[src/rtl/hazard_ctrl_mc.sv]
// hazard_ctrl_mc
//   Hazard controller for the five-stage RISC-V pipeline. It forwards
//   operands from M/W into Execute, inserts load-use bubbles, holds Execute
//   while a multi-cycle MUL/DIV runs, and freezes the pipe while data memory
//   is not ready.
//
// Ports
//   clk, rst                     clock, synchronous active-high reset
//   rs1D, rs2D                   Decode source registers
//   rs1E, rs2E, rdE              Execute sources / destination
//   rdM, rdW                     Memory / Writeback destinations
//   reg_writeM, reg_writeW       register-write enables in M / W
//   result_selE                  instruction in E is a load
//   mdu_startE                   instruction in E is MUL/DIV
//   pc_sel                       taken branch/jump resolved in E
//   dmem_stallM                  data memory not ready this cycle
//   forwardAE, forwardBE         00 regfile, 01 from W, 10 from M
//   stallF/D/E/M                 hold stage register
//   flushD/E/M/W                 bubble into stage register
//   mdu_busy                     MDU sequence in BUSY or DONE
module hazard_ctrl_mc #(
    parameter int REG_AW       = 5,
    parameter int LOAD_BUBBLES = 1,
    parameter int MDU_LAT      = 4
) (
    input  logic              clk,
    input  logic              rst,
    input  logic [REG_AW-1:0] rs1D,
    input  logic [REG_AW-1:0] rs2D,
    input  logic [REG_AW-1:0] rs1E,
    input  logic [REG_AW-1:0] rs2E,
    input  logic [REG_AW-1:0] rdE,
    input  logic [REG_AW-1:0] rdM,
    input  logic [REG_AW-1:0] rdW,
    input  logic              reg_writeM,
    input  logic              reg_writeW,
    input  logic              result_selE,
    input  logic              mdu_startE,
    input  logic              pc_sel,
    input  logic              dmem_stallM,
    output logic [1:0]        forwardAE,
    output logic [1:0]        forwardBE,
    output logic              stallF,
    output logic              stallD,
    output logic              stallE,
    output logic              stallM,
    output logic              flushD,
    output logic              flushE,
    output logic              flushM,
    output logic              flushW,
    output logic              mdu_busy
);

    typedef enum logic [1:0] {S_IDLE, S_BUSY, S_DONE} mdu_state_t;

    localparam logic [1:0] LD_INIT   = 2'(LOAD_BUBBLES - 1);
    localparam logic [4:0] MDU_INIT  = 5'(MDU_LAT - 2);
    localparam bit         MDU_MULTI = (MDU_LAT > 1);
    localparam bit         MDU_LONG  = (MDU_LAT > 2);

    mdu_state_t r_state, w_state_nxt;
    logic [1:0] r_ld_cnt, w_ld_cnt_nxt;
    logic [4:0] r_mdu_cnt, w_mdu_cnt_nxt;

    logic w_lw_hit, w_ld_start, w_ld_stall, w_mdu_stall;

    // Forwarding: M has priority over W; x0 is never forwarded.
    always_comb begin
        forwardAE = 2'b00;
        if (reg_writeM && rs1E != '0 && rs1E == rdM)
            forwardAE = 2'b10;
        else if (reg_writeW && rs1E != '0 && rs1E == rdW)
            forwardAE = 2'b01;

        forwardBE = 2'b00;
        if (reg_writeM && rs2E != '0 && rs2E == rdM)
            forwardBE = 2'b10;
        else if (reg_writeW && rs2E != '0 && rs2E == rdW)
            forwardBE = 2'b01;
    end

    always_comb begin
        w_lw_hit    = result_selE && (rdE != '0) && ((rs1D == rdE) || (rs2D == rdE));
        // A new bubble sequence only starts when idle; a redirect discards it.
        w_ld_start  = w_lw_hit && (r_ld_cnt == '0) && (r_state == S_IDLE) && !pc_sel;
        w_ld_stall  = w_ld_start || (r_ld_cnt != '0);
        w_mdu_stall = (r_state == S_IDLE && mdu_startE && MDU_MULTI) || (r_state == S_BUSY);

        w_state_nxt   = r_state;
        w_ld_cnt_nxt  = r_ld_cnt;
        w_mdu_cnt_nxt = r_mdu_cnt;

        stallF   = 1'b0;
        stallD   = 1'b0;
        stallE   = 1'b0;
        stallM   = 1'b0;
        flushD   = 1'b0;
        flushE   = 1'b0;
        flushM   = 1'b0;
        flushW   = 1'b0;
        mdu_busy = (r_state != S_IDLE);

        if (rst) begin
            flushD   = 1'b1;
            flushE   = 1'b1;
            flushM   = 1'b1;
            flushW   = 1'b1;
            mdu_busy = 1'b0;
        end else if (dmem_stallM) begin
            // Whole-pipe freeze: all sequencing state holds.
            stallF = 1'b1;
            stallD = 1'b1;
            stallE = 1'b1;
            stallM = 1'b1;
            flushW = 1'b1;
        end else begin
            stallF = w_mdu_stall || (w_ld_stall && !pc_sel);
            stallD = w_mdu_stall || (w_ld_stall && !pc_sel);
            stallE = w_mdu_stall;
            flushM = w_mdu_stall;
            flushD = pc_sel;
            flushE = pc_sel || w_ld_stall;

            if (pc_sel)
                w_ld_cnt_nxt = '0;
            else if (w_ld_start)
                w_ld_cnt_nxt = LD_INIT;
            else if (r_ld_cnt != '0)
                w_ld_cnt_nxt = r_ld_cnt - 2'd1;

            case (r_state)
                S_IDLE: begin
                    if (mdu_startE && MDU_MULTI) begin
                        w_mdu_cnt_nxt = MDU_INIT;
                        w_state_nxt   = MDU_LONG ? S_BUSY : S_DONE;
                    end
                end
                S_BUSY: begin
                    w_mdu_cnt_nxt = r_mdu_cnt - 5'd1;
                    if (r_mdu_cnt == 5'd1)
                        w_state_nxt = S_DONE;
                end
                S_DONE:  w_state_nxt = S_IDLE;
                default: w_state_nxt = S_IDLE;
            endcase
        end
    end

    always_ff @(posedge clk) begin
        if (rst) begin
            r_state   <= S_IDLE;
            r_ld_cnt  <= '0;
            r_mdu_cnt <= '0;
        end else begin
            r_state   <= w_state_nxt;
            r_ld_cnt  <= w_ld_cnt_nxt;
            r_mdu_cnt <= w_mdu_cnt_nxt;
        end
    end

endmodule
[config.mk]
export PLATFORM = sky130hd
export DESIGN_NAME = hazard_ctrl_mc
export DESIGN_NICKNAME = d
export VERILOG_FILES = /design/src/rtl/hazard_ctrl_mc.sv
export SDC_FILE = /design/constraint.sdc
export NUM_CORES = 1
export LEC_CHECK = 0
export ABC_AREA = 1
export BUFFER_PORTS_ARGS = -buffer_cell sky130_fd_sc_hd__buf_2
export CAP_MARGIN = 20
export CORE_MARGIN = 2
export CORE_UTILIZATION = 41
export DETAILED_ROUTE_END_ITERATION = 8
export GPL_TIMING_DRIVEN = 0
export PLACE_DENSITY = 0.86
export SETUP_SLACK_MARGIN = 0.5
export SYNTH_ARGS = -nofsm -noshare
export SYNTH_HDL_FRONTEND = slang
export SYNTH_SLANG_ARGS = --single-unit
[constraint.sdc]
create_clock -name clk -period 1.17 [get_ports clk]
set_input_delay 0 -clock clk [delete_from_list [all_inputs] [get_ports clk]]
set_output_delay 0 -clock clk [all_outputs]
set_load 0.02 [all_outputs]
Yosys cells after proc, flatten, opt, wreduce, memory -nomap -nowiden
Index checks and enable logic that the tools add are counted.
{ "classes": {"addsub": 2, "eq_ne": 10, "muxes": 26, "bitwise": 1, "reduce_logical": 33} }
{ "ops": {"columns": ["op", "count"], "rows": [
  ["5-bit equality test", 6],
  ["1-bit two-way mux", 16],
  ["1-bit logical AND", 15],
  ["5-bit nonzero test", 3],
  ["2-bit two-way mux", 7],
  ["5-bit case mux with 2 select lines", 1],
  ["3-bit AND reduction", 2],
  ["2-bit nonzero test", 3],
  ["5-bit by 1-bit equality test with 1-bit output (second input constant)", 1],
  ["1-bit logical OR", 5],
  ["5-bit two-way mux", 1],
  ["5-bit by 1-bit subtractor with 5-bit output (second input constant)", 1],
  ["2-bit zero test", 2],
  ["2-bit case mux with 2 select lines", 1],
  ["3-bit nonzero test", 1],
  ["2-bit by 1-bit equality test with 1-bit output (second input constant)", 1],
  ["2-bit by 1-bit inequality test with 1-bit output (second input constant)", 1],
  ["2-bit inequality test (second input constant)", 1],
  ["2-bit AND reduction", 1],
  ["2-bit by 1-bit subtractor with 2-bit output (second input constant)", 1],
  ["1-bit zero test", 1],
  ["1-bit inverter", 1]
]} }
{ "totals": {"reg_bits": 9, "out_inout_bits": 13} }

Longest topological paths before layout
Gate-level depths: netlist (run 1).
{ "logic_depth": {"word_depth": 11, "ltp_mapped": 12} }

Worst setup path before layout (run 1)
No wires, ideal clock.
{ "synth_timing": {"path_type": "reg-to-output", "start": "register r_state[1]", "end": "output port stallF", "arrival_ns": 1.447, "slack_ns": -0.277, "path_stages_with_launch": 6, "cell_sequence": "dfxtp_1 -> nor3b_2 -> nor2_2 -> a21oi_1 -> a31o_2 -> buf_4"} }
{ "synth_between": {"elab_chain_cells": 8, "elab_cells_between_ends": 11} }
{ "synth_rtl": {"columns": ["element", "line", "rtl"], "rows": [
  ["from (decl)", "61", "mdu_state_t r_state, w_state_nxt;"],
  ["from (signal assigned)", "155", "r_state <= w_state_nxt;"],
  ["2-bit zero test", "85, 87", null],
  ["1-bit logical AND (2 in series)", "85", "w_ld_start = w_lw_hit && (r_ld_cnt == '0) && (r_state == S_IDLE) && !pc_sel;"],
  ["1-bit logical OR", "86", "w_ld_stall = w_ld_start || (r_ld_cnt != '0);"],
  ["1-bit logical AND", null, null],
  ["1-bit logical OR (*)", null, null],
  ["1-bit two-way mux (*) (2 in series)", null, null],
  ["to (decl)", "43", "output logic stallF,"]
]} }
Mark *: on every way between the ends. The rest lies on a longest branch, timed or not.

Final worst setup path (run 1)
{ "layout_timing": {"start": "register r_ld_cnt[0]", "end": "output port stallF"} }
{ "layout_between": {"elab_chain_cells": 9, "elab_cells_between_ends": 10} }
{ "layout_rtl": {"columns": ["element", "line", "rtl"], "rows": [
  ["from (decl)", "62", "logic [1:0] r_ld_cnt, w_ld_cnt_nxt;"],
  ["from (signal assigned)", "156", "r_ld_cnt <= w_ld_cnt_nxt;"],
  ["2-bit zero test", "85", null],
  ["1-bit logical AND (3 in series)", "85", null],
  ["1-bit logical OR (*)", "86", null],
  ["1-bit logical AND (*)", "117", "stallF = w_mdu_stall || (w_ld_stall && !pc_sel);"],
  ["1-bit logical OR (*)", "117", null],
  ["1-bit two-way mux (*)", "109", "end else if (dmem_stallM) begin"],
  ["1-bit two-way mux (*)", "103", "if (rst) begin"]
]} }
Marked as above.

==> results.py, run 1 <==
metrics = {
    "outcome": {
        "status": "finished, violations left",
        "failed_checks": "setup timing",
    },
    "grt": {
        "first_global_vias": 1259,
        "grt_usage_pct": 21.5,
        "grt-ovfl-total": 0,
        "grt_max_degree": 11,
        "grt_pass1_wl_um": 4790,
        "antenna_found_initial": 0,
    },
    "sta": {
        "holdWs_ps": 21.1,
        "skew_ps": 11.8,
        "max_freq_mhz": 669,
        "finalWorstSetupSlack_ps": -326,
        "finalSetupViolCount": 13,
        "period_share_pct": 128,
        "period_needed_ps": 1500,
        "maxSlewViolCount": 0,
        "rsz0062_at_grt": "true",
        "tightest_slew_ps": 287,
        "slew_headroom_pct": 80.8,
        "hold_viol": 0,
    },
    "logic_synthesis": {
        "synth.cells.most_frequent": "nand2_1 (37), inv_1 (31), nor2_1 (27)",
        "syn_nets": 229,
        "synth-edff-count": 0,
        "ys_ff_latch": 9,
        "async_flop_share_pct": 0,
        "yosys_warnings": 0,
        "synthTopCellsByArea": "dfxtp_1 (17%), nand2_1 (13%), inv_1 (11%)",
        "syn_inst": 183,
        "synth.cell_area_sq_um": 1070,
        "yosysMostFrequentCell": "nand2_1",
        "yosys.area.top_type_share_pct": 16.9,
        "ys_types": 31,
        "synthFlopType": "dfxtp_1",
        "yosysTopAreaCell": "dfxtp_1",
        "avgSynthCellArea_sq_um": 5.83,
        "synth.yosys.seq_area_share_pct": 16.9,
    },
    "final_layout": {
        "multiInputGateArea_sq_um": 993,
        "final_util_pct": 78.0,
        "drive_gt1_share_pct": 57.0,
        "diodes": 0,
        "fin_cells": 288,
        "nets": 305,
        "fill_cells": 168,
        "stdcell_area_sq_um": 1930,
        "seqCellArea_sq_um": 193,
        "syn2layout_area_growth_pct": 81.0,
    },
    "floorplanning": {
        "rows": 18,
        "initial_utilization_pct": 43.1,
        "die_w_um": 55.0,
        "io_pins": 56,
        "die-area_sq_um": 3030,
        "core_area_sq_um": 2480,
        "die_h_um": 55.0,
    },
    "route": {
        "routed_wl_um": 4070,
        "wire_per_inst_um": 14.1,
        "drt_first_pass_iters": 4,
        "ant_nets": 0,
        "drc": 0,
        "drtIter0Drc": 49,
        "vias_per_cell": 5.22,
        "via_count": 1504,
    },
    "setup_path": {
        "crit_type": "flop to output port",
        "critPathMaxFanout": 2,
        "cp-start-kind": "flop",
        "cpPeakStageDelay_ps": 330,
        "crit_chain": "inv_2 -> ha_4 -> nand4_1 -> inv_1 -> nand2_2 -> nand2_2 -> a31o_4 -> buf_6 -> buf_6",
        "crit_required_ps": 1170,
        "worst-path-buf-inv": 4,
        "endpoint_kind": "output port",
        "cpMaxStageDelayCell": "dfxtp_2",
        "cp.arrival_ps": 1500,
        "crit_family": "flip-flops",
    },
    "pwr": {
        "fin_total_pwr_mw": 1.44,
        "p_sw_mw": 0.598,
        "pwr-share-comb_pct": 56.5,
        "power.density_nw_per_um2": 744,
        "seq_power_share_pct": 25.7,
        "clkPwrFrac_pct": 17.8,
        "switching_share_pct": 41.6,
        "internal-power_mw": 0.840,
        "p_leak_nw": 0.963,
        "ir_drop_mv": 1.15,
    },
    "min_path": {
        "hp-class": "input pin to flop",
    },
    "placement": {
        "place_congestion": 0.802,
        "dp_cells": 268,
        "place_area_sq_um": 1480,
        "port_buffers": 55,
        "dp_hpwl_um": 2270,
    },
    "job": {
        "cap_violations": 0,
    },
    "clocking": {
        "clock-root-buffer": "clkbuf_4",
        "clockBufferDepth": 2,
        "clk_latency_ps": 270,
        "cts_tree": "done",
        "cts_made_buffers": 3,
        "cts_hold_buf": 0,
        "cts_max_level": 1,
        "cts_sinks": 9,
        "path_clk_slew_ps": 70,
    },
}
cell usage in the layout, fill, tap and decap left out, drive strengths merged, types with 3 or more instances in the layout:
| cell type | instances |
|---|---|
| buf | 72 |
| nand2 | 40 |
| inv | 37 |
| nor2 | 31 |
| nand3 | 13 |
| dfxtp | 9 |
| xor2 | 7 |
| o21ai | 7 |
| nor3 | 6 |
| nand4 | 5 |
| xnor2 | 4 |
| a211oi | 4 |
| clkbuf | 4 |
| a21oi | 3 |
| ha | 3 |
final cells by class:
cell class | instances | area share (%)
plain buffers | 1 | 0.583
clock buffers | 4 | 1.36
inverters | 38 | 7.84
multi-input cells | 135 | 51.4
flip-flops and latches | 9 | 9.97
well taps | 30 | 1.94
repair buffers | 71 | 26.9
power by group through the flow:
stage	clock [mW]	combinational [mW]	sequential, mW
finish	0.256	0.813	0.370
global route	0.266	0.872	0.372
CTS	0.240	0.680	0.365
detailed placement	0	0.553	0.370
global placement	0	0.542	0.368
floorplan	0	0.374	0.366
worst register-to-register path: cells and delay by family (launching register included):
kind	cells	cell delay, ps
XOR/XNOR	1	150
buffers and inverters	1	140
flip-flops	1	370
AND/OR/NAND/NOR	5	650
routing by layer:
| metal | part of all wire, % | vias to the layer above | global-route usage, % | wire length (um) |
|---|---|---|---|---|
| met4 | 0.93 | 0 | 5.28 | 38 |
| met3 | 6.1 | 4 | 2.69 | 249 |
| li1 | - | 743 | - | - |
| met5 | 0 | - | 0 | 0 |
| met2 | 54 | 63 | 42.1 | 2180 |
| met1 | 39 | 694 | 24.1 | 1600 |
worst paths after layout:
check | startpoint | end | slack, ps | cells past startpoint
worst min register to register | r_ld_cnt[0]$_SDFFE_PP0P_ | r_ld_cnt[0]$_SDFFE_PP0P_ | 490 | 2
worst min-delay path | rst | r_mdu_cnt[0]$_SDFFE_PP0P_ | 20 | 2
worst max register to register | r_state[1]$_SDFFE_PP0P_ | r_mdu_cnt[4]$_SDFFE_PP0P_ | -240 | 7
worst max-delay path | r_ld_cnt[0]$_SDFFE_PP0P_ | stallF | -330 | 9
state kept, by name, indices dropped and copies added, names as in the netlist:
| name | flops |
|---|---|
| r_ld_cnt | 2 |
| r_mdu_cnt | 5 |
| r_state | 2 |
kinds of logic after synthesis:
group	synth area share (%)
flip-flops	16.9
AND/OR/NAND/NOR	42.9
adder cells (fa/ha/maj)	3.52
XOR/XNOR	9.03
AO/OA/AOI/OAI	13.6
buffers and inverters	14.1
per-stage QoR:
step,setup TNS [ps],worst slack (ps)
after detailed placement,-753,-138
after global routing,-2920,-362
after floorplan,0,9.54
after global placement,-576,-112
after CTS,-1770,-318
final,-2430,-326
timing repair:
action	CTS	global route
resized for setup	54	35
pin swaps	16	10
endpoints found under the setup margin	22	22
setup buffers	10	6
No activity file was read; power rests on OpenSTA's default activity.
==> run 2: changes to the inputs <==
--- a/config.mk
+++ b/config.mk
@@ -12,7 +12,7 @@
 export CORE_UTILIZATION = 41
 export DETAILED_ROUTE_END_ITERATION = 8
 export GPL_TIMING_DRIVEN = 0
-export PLACE_DENSITY = 0.86
+export PLACE_DENSITY = 0.78
 export SETUP_SLACK_MARGIN = 0.5
 export SYNTH_ARGS = -nofsm -noshare
 export SYNTH_HDL_FRONTEND = slang
==> results.py, run 2 (same netlist as run 1, synthesis figures left out) <==
metrics = {
    "sta": {
        "fin_setup_tns_ps": -2770,
        "rsz0062_at_grt": "true",
        "holdWs_ps": -65.2,
        "skew_ps": 5.98,
        "hold_viol": 1,
        "period_share_pct": 131,
        "tightest_slew_ps": 278,
        "maxSlewViolCount": 0,
        "slew_headroom_pct": 81.4,
        "finalWorstSetupSlack_ps": -364,
        "period_needed_ps": 1530,
        "max_freq_mhz": 652,
        "finalSetupViolCount": 12,
    },
    "clocking": {
        "clockBufferDepth": 2,
        "clock-root-buffer": "clkbuf_4",
        "path_clk_slew_ps": 70,
        "cts_sinks": 9,
        "cts_max_level": 1,
        "cts_hold_buf": 0,
        "cts_tree": "done",
        "clk_latency_ps": 280,
        "cts_made_buffers": 3,
    },
    "route": {
        "routed_wl_um": 4130,
        "vias_per_cell": 5.25,
        "via_count": 1529,
        "drtIter0Drc": 51,
        "ant_nets": 0,
        "wire_per_inst_um": 14.2,
        "drc": 0,
        "drt_first_pass_iters": 4,
    },
    "floorplanning": {
        "initial_utilization_pct": 43.1,
        "die_h_um": 55.0,
        "rows": 18,
        "core_area_sq_um": 2480,
        "die_w_um": 55.0,
        "die-area_sq_um": 3030,
        "io_pins": 56,
    },
    "setup_path": {
        "cpMaxStageDelayCell": "dfxtp_2",
        "cpPeakStageDelay_ps": 350,
        "critPathMaxFanout": 2,
        "cp.arrival_ps": 1530,
        "cp-start-kind": "flop",
        "crit_required_ps": 1170,
        "crit_type": "flop to output port",
        "crit_chain": "inv_2 -> ha_4 -> nand4_1 -> inv_1 -> nand2_2 -> nand2_2 -> a31o_4 -> buf_6 -> buf_6",
        "endpoint_kind": "output port",
        "crit_family": "flip-flops",
        "worst-path-buf-inv": 4,
    },
    "placement": {
        "dp_hpwl_um": 2270,
        "port_buffers": 55,
        "pre_cts_ws_ps": -129,
        "place_area_sq_um": 1480,
        "place_congestion": 0.765,
    },
    "pwr": {
        "p_leak_nw": 0.981,
        "ir_drop_mv": 0.999,
        "power.density_nw_per_um2": 740,
    },
    "grt": {
        "grt_pass1_wl_um": 5020,
        "first_global_vias": 1308,
        "grt-ovfl-total": 0,
        "grt_max_degree": 11,
        "grt_usage_pct": 22.2,
        "antenna_found_initial": 0,
    },
    "final_layout": {
        "stdcell_area_sq_um": 1980,
        "seqCellArea_sq_um": 193,
        "regMostFlops": "r_mdu_cnt",
        "drive_gt1_share_pct": 57.1,
        "fill_cells": 165,
        "largest_registers": "r_mdu_cnt: 5 flops, r_ld_cnt: 2 flops, r_state: 2 flops",
        "diodes": 0,
        "final_util_pct": 80.1,
        "nets": 308,
        "syn2layout_area_growth_pct": 85.8,
        "final_common_cell": "buf_2",
        "largest_register_ffs": 5,
        "most-common-layout-cells": "buf_2 (34), nand2_1 (32), buf_6 (23)",
        "multiInputGateArea_sq_um": 988,
    },
    "job": {
        "cap_violations": 0,
    },
    "outcome": {
        "status": "finished, violations left",
        "failed_checks": "hold timing, setup timing",
    },
    "min_path": {
        "hp-class": "input pin to flop",
    },
}
## run 2: path summary, 6_finish.rpt
check / start / end / slack [ps] / cells after the start
worst min-delay path: rst / r_mdu_cnt[0]$_SDFFE_PP0P_ / -70 / 2
worst max-delay path: r_ld_cnt[1]$_SDFFE_PP0P_ / stallF / -360 / 9
worst min register to register: r_ld_cnt[1]$_SDFFE_PP0P_ / r_ld_cnt[1]$_SDFFE_PP0P_ / 500 / 2
worst max register to register: r_state[1]$_SDFFE_PP0P_ / r_mdu_cnt[1]$_SDFFE_PP0P_ / -230 / 7
## run 2: routing by layer
layer  vias to the layer above  wire length (um)  share of wire, %  GRT usage [%]
met5                         -                 0                 0              0
met4                         0                36              0.87           4.07
met3                         5               264               6.4           2.96
met2                        74              2140                52           43.8
met1                       706              1690                41           25.0
li1                        744                 -                 -              -
## run 2: per-stage QoR
step	power, mW	hold slack (ps)	std cells
final	1.47	-65.2	291
after global routing	1.54	-66.6	291
after CTS	1.29	0.886	282
after detailed placement	0.923	279	268
after global placement	0.914	277	268
after floorplan	0.739	30.5	183
## run 2: layout make-up
type	instances	area share [%]
repair buffers	74	28.6
flip-flops and latches	9	9.72
clock buffers	4	1.32
well taps	30	1.89
multi-input cells	135	49.8
plain buffers	1	0.568
inverters	38	8.01
## run 2: power breakdown
group,switching [mW],internal (mW),leakage (nW)
clock,0.126,0.132,0.0150
sequential,0.0301,0.339,0.0768
combinational,0.449,0.391,0.889
## run 2: worst reg2reg max path, stage by stage (launching register included)
cell,delay [ps]
dfxtp_4,380
nor3b_4,260
nor2_4,90
nor2_4,160
buf_6,130
buf_6,100
o21ai_2,60
a31oi_1,150
## run 2: repair_timing
action | 4_1_cts | 5_1_grt
cloned | 0 | 0
setup buffers | 10 | 9
endpoints found under the hold margin | 0 | 1
gates resized for setup | 49 | 48
pin swaps | 16 | 17
setup endpoints to repair | 22 | 22
==> run 3: changes to the inputs <==
--- a/config.mk
+++ b/config.mk
@@ -17,3 +17,4 @@
 export SYNTH_ARGS = -nofsm -noshare
 export SYNTH_HDL_FRONTEND = slang
 export SYNTH_SLANG_ARGS = --single-unit
+export TNS_END_PERCENT = 1
==> results.py, run 3 (same netlist as run 1, synthesis figures left out) <==
metrics = {
    "outcome": {
        "status": "finished, violations left",
        "failed_checks": "hold timing, setup timing",
    },
    "sta": {
        "finalSetupViolCount": 11,
        "finalWorstSetupSlack_ps": -338,
        "skew_ps": 0.861,
        "hold_viol": 1,
        "slew_headroom_pct": 80.4,
        "max_freq_mhz": 663,
        "maxSlewViolCount": 0,
        "holdWs_ps": -4.37,
        "rsz0062_at_grt": "true",
        "fin_setup_tns_ps": -1920,
        "tightest_slew_ps": 294,
        "period_needed_ps": 1510,
        "period_share_pct": 129,
    },
    "setup_path": {
        "crit_required_ps": 1170,
        "critPathMaxFanout": 5,
        "cpMaxStageDelayCell": "dfxtp_4",
        "cp-start-kind": "flop",
        "cpPeakStageDelay_ps": 370,
        "crit_family": "flip-flops",
        "path_common_cell": "buf_6",
        "crit_chain": "inv_2 -> nor2_4 -> nor2_2 -> a21oi_4 -> a31o_4 -> buf_6 -> buf_6",
        "crit_type": "flop to output port",
        "worst-path-buf-inv": 3,
        "cp.arrival_ps": 1510,
        "endpoint_kind": "output port",
    },
    "final_layout": {
        "final_util_pct": 66.4,
        "final_common_cell": "buf_2",
        "nets": 293,
        "diodes": 0,
        "largest_register_ffs": 5,
        "stdcell_area_sq_um": 1650,
        "fin_cells": 276,
        "largest_registers": "r_mdu_cnt: 5 flops, r_ld_cnt: 2 flops, r_state: 2 flops",
        "most-common-layout-cells": "buf_2 (38), nand2_1 (37), nor2_1 (26)",
        "regMostFlops": "r_mdu_cnt",
        "drive_gt1_share_pct": 43.9,
        "syn2layout_area_growth_pct": 54.2,
    },
    "clocking": {
        "clock-root-buffer": "clkbuf_4",
        "cts_made_buffers": 3,
        "clk_latency_ps": 280,
        "cts_tree": "done",
        "cts_max_level": 1,
        "clockBufferDepth": 2,
        "path_clk_slew_ps": 60,
        "cts_sinks": 9,
    },
    "placement": {
        "port_buffers": 55,
        "place_congestion": 0.888,
        "dp_hpwl_um": 2140,
        "dp_cells": 268,
        "pre_cts_ws_ps": -150,
        "place_area_sq_um": 1420,
    },
    "floorplanning": {
        "die_w_um": 55.0,
        "core_area_sq_um": 2480,
        "io_pins": 56,
        "die_h_um": 55.0,
        "die-area_sq_um": 3030,
        "initial_utilization_pct": 43.1,
        "rows": 18,
    },
    "grt": {
        "grt-ovfl-total": 0,
        "grt_pass1_wl_um": 4570,
        "first_global_vias": 1173,
        "grt_max_degree": 11,
        "grt_usage_pct": 20.6,
        "antenna_found_initial": 0,
    },
    "pwr": {
        "power.density_nw_per_um2": 757,
        "ir_drop_mv": 0.739,
        "p_leak_nw": 0.858,
        "fin_total_pwr_mw": 1.25,
    },
    "route": {
        "drc": 0,
        "routed_wl_um": 3050,
        "drtIter0Drc": 15,
        "ant_nets": 0,
        "wire_per_inst_um": 11.0,
        "vias_per_cell": 5.01,
        "drt_first_pass_iters": 4,
        "via_count": 1383,
    },
    "job": {
        "cap_violations": 0,
    },
    "min_path": {
        "hp-class": "input pin to flop",
    },
}
## run 3: repair_timing
action                                  in CTS  in global routing
setup buffers                                3                  1
endpoints found under the setup margin      22                 21
gates resized for setup                     32                 23
pin swaps                                   17                  9
hold endpoints to repair                     1                  0
## run 3: routing by layer
| layer | routed length (um) | track usage, % |
|---|---|---|
| met1 | 1250 | 21.4 |
| met4 | 70 | 9.76 |
| met5 | 0 | 0 |
| met3 | 154 | 2.96 |
| met2 | 1570 | 39.9 |
## run 3: layout make-up
| cell class | count | area [sq um] |
|---|---|---|
| multi-input cells | 135 | 846 |
| fillers | 227 | 832 |
| repair buffers | 59 | 382 |
| flip-flops and latches | 9 | 189 |
| inverters | 38 | 154 |
| well taps | 30 | 37.5 |
| clock buffers | 4 | 26.3 |
| plain buffers | 1 | 11.3 |
## run 3: final timing paths
kind                            slack [ps]                         to                startpoint  cells after the start
worst max-delay path                  -340                     stallF   r_state[0]$_SDFFE_PP0P_                      7
worst max register to register        -170   r_ld_cnt[0]$_SDFFE_PP0P_   r_state[1]$_SDFFE_PP0P_                     10
worst min register to register         490   r_ld_cnt[1]$_SDFFE_PP0P_  r_ld_cnt[1]$_SDFFE_PP0P_                      2
worst min-delay path                    -4  r_mdu_cnt[0]$_SDFFE_PP0P_                       rst                      2
## run 3: where the power goes
part           total [mW]  internal [mW]  switching [mW]
Sequential          0.363          0.339          0.0236
Combinational       0.625          0.281           0.344
Clock               0.258          0.133           0.126
Total                1.25          0.752           0.494
## run 3: worst register-to-register path, cell delays in order, from the launching register on
cell     delay (ps)
dfxtp_2         350
nor2_2          160
nand4_1         110
inv_1            70
nand2_2          50
buf_4           130
buf_4           130
nand3_1          80
nand3_1          70
nand2_1          60
nor2_1           40
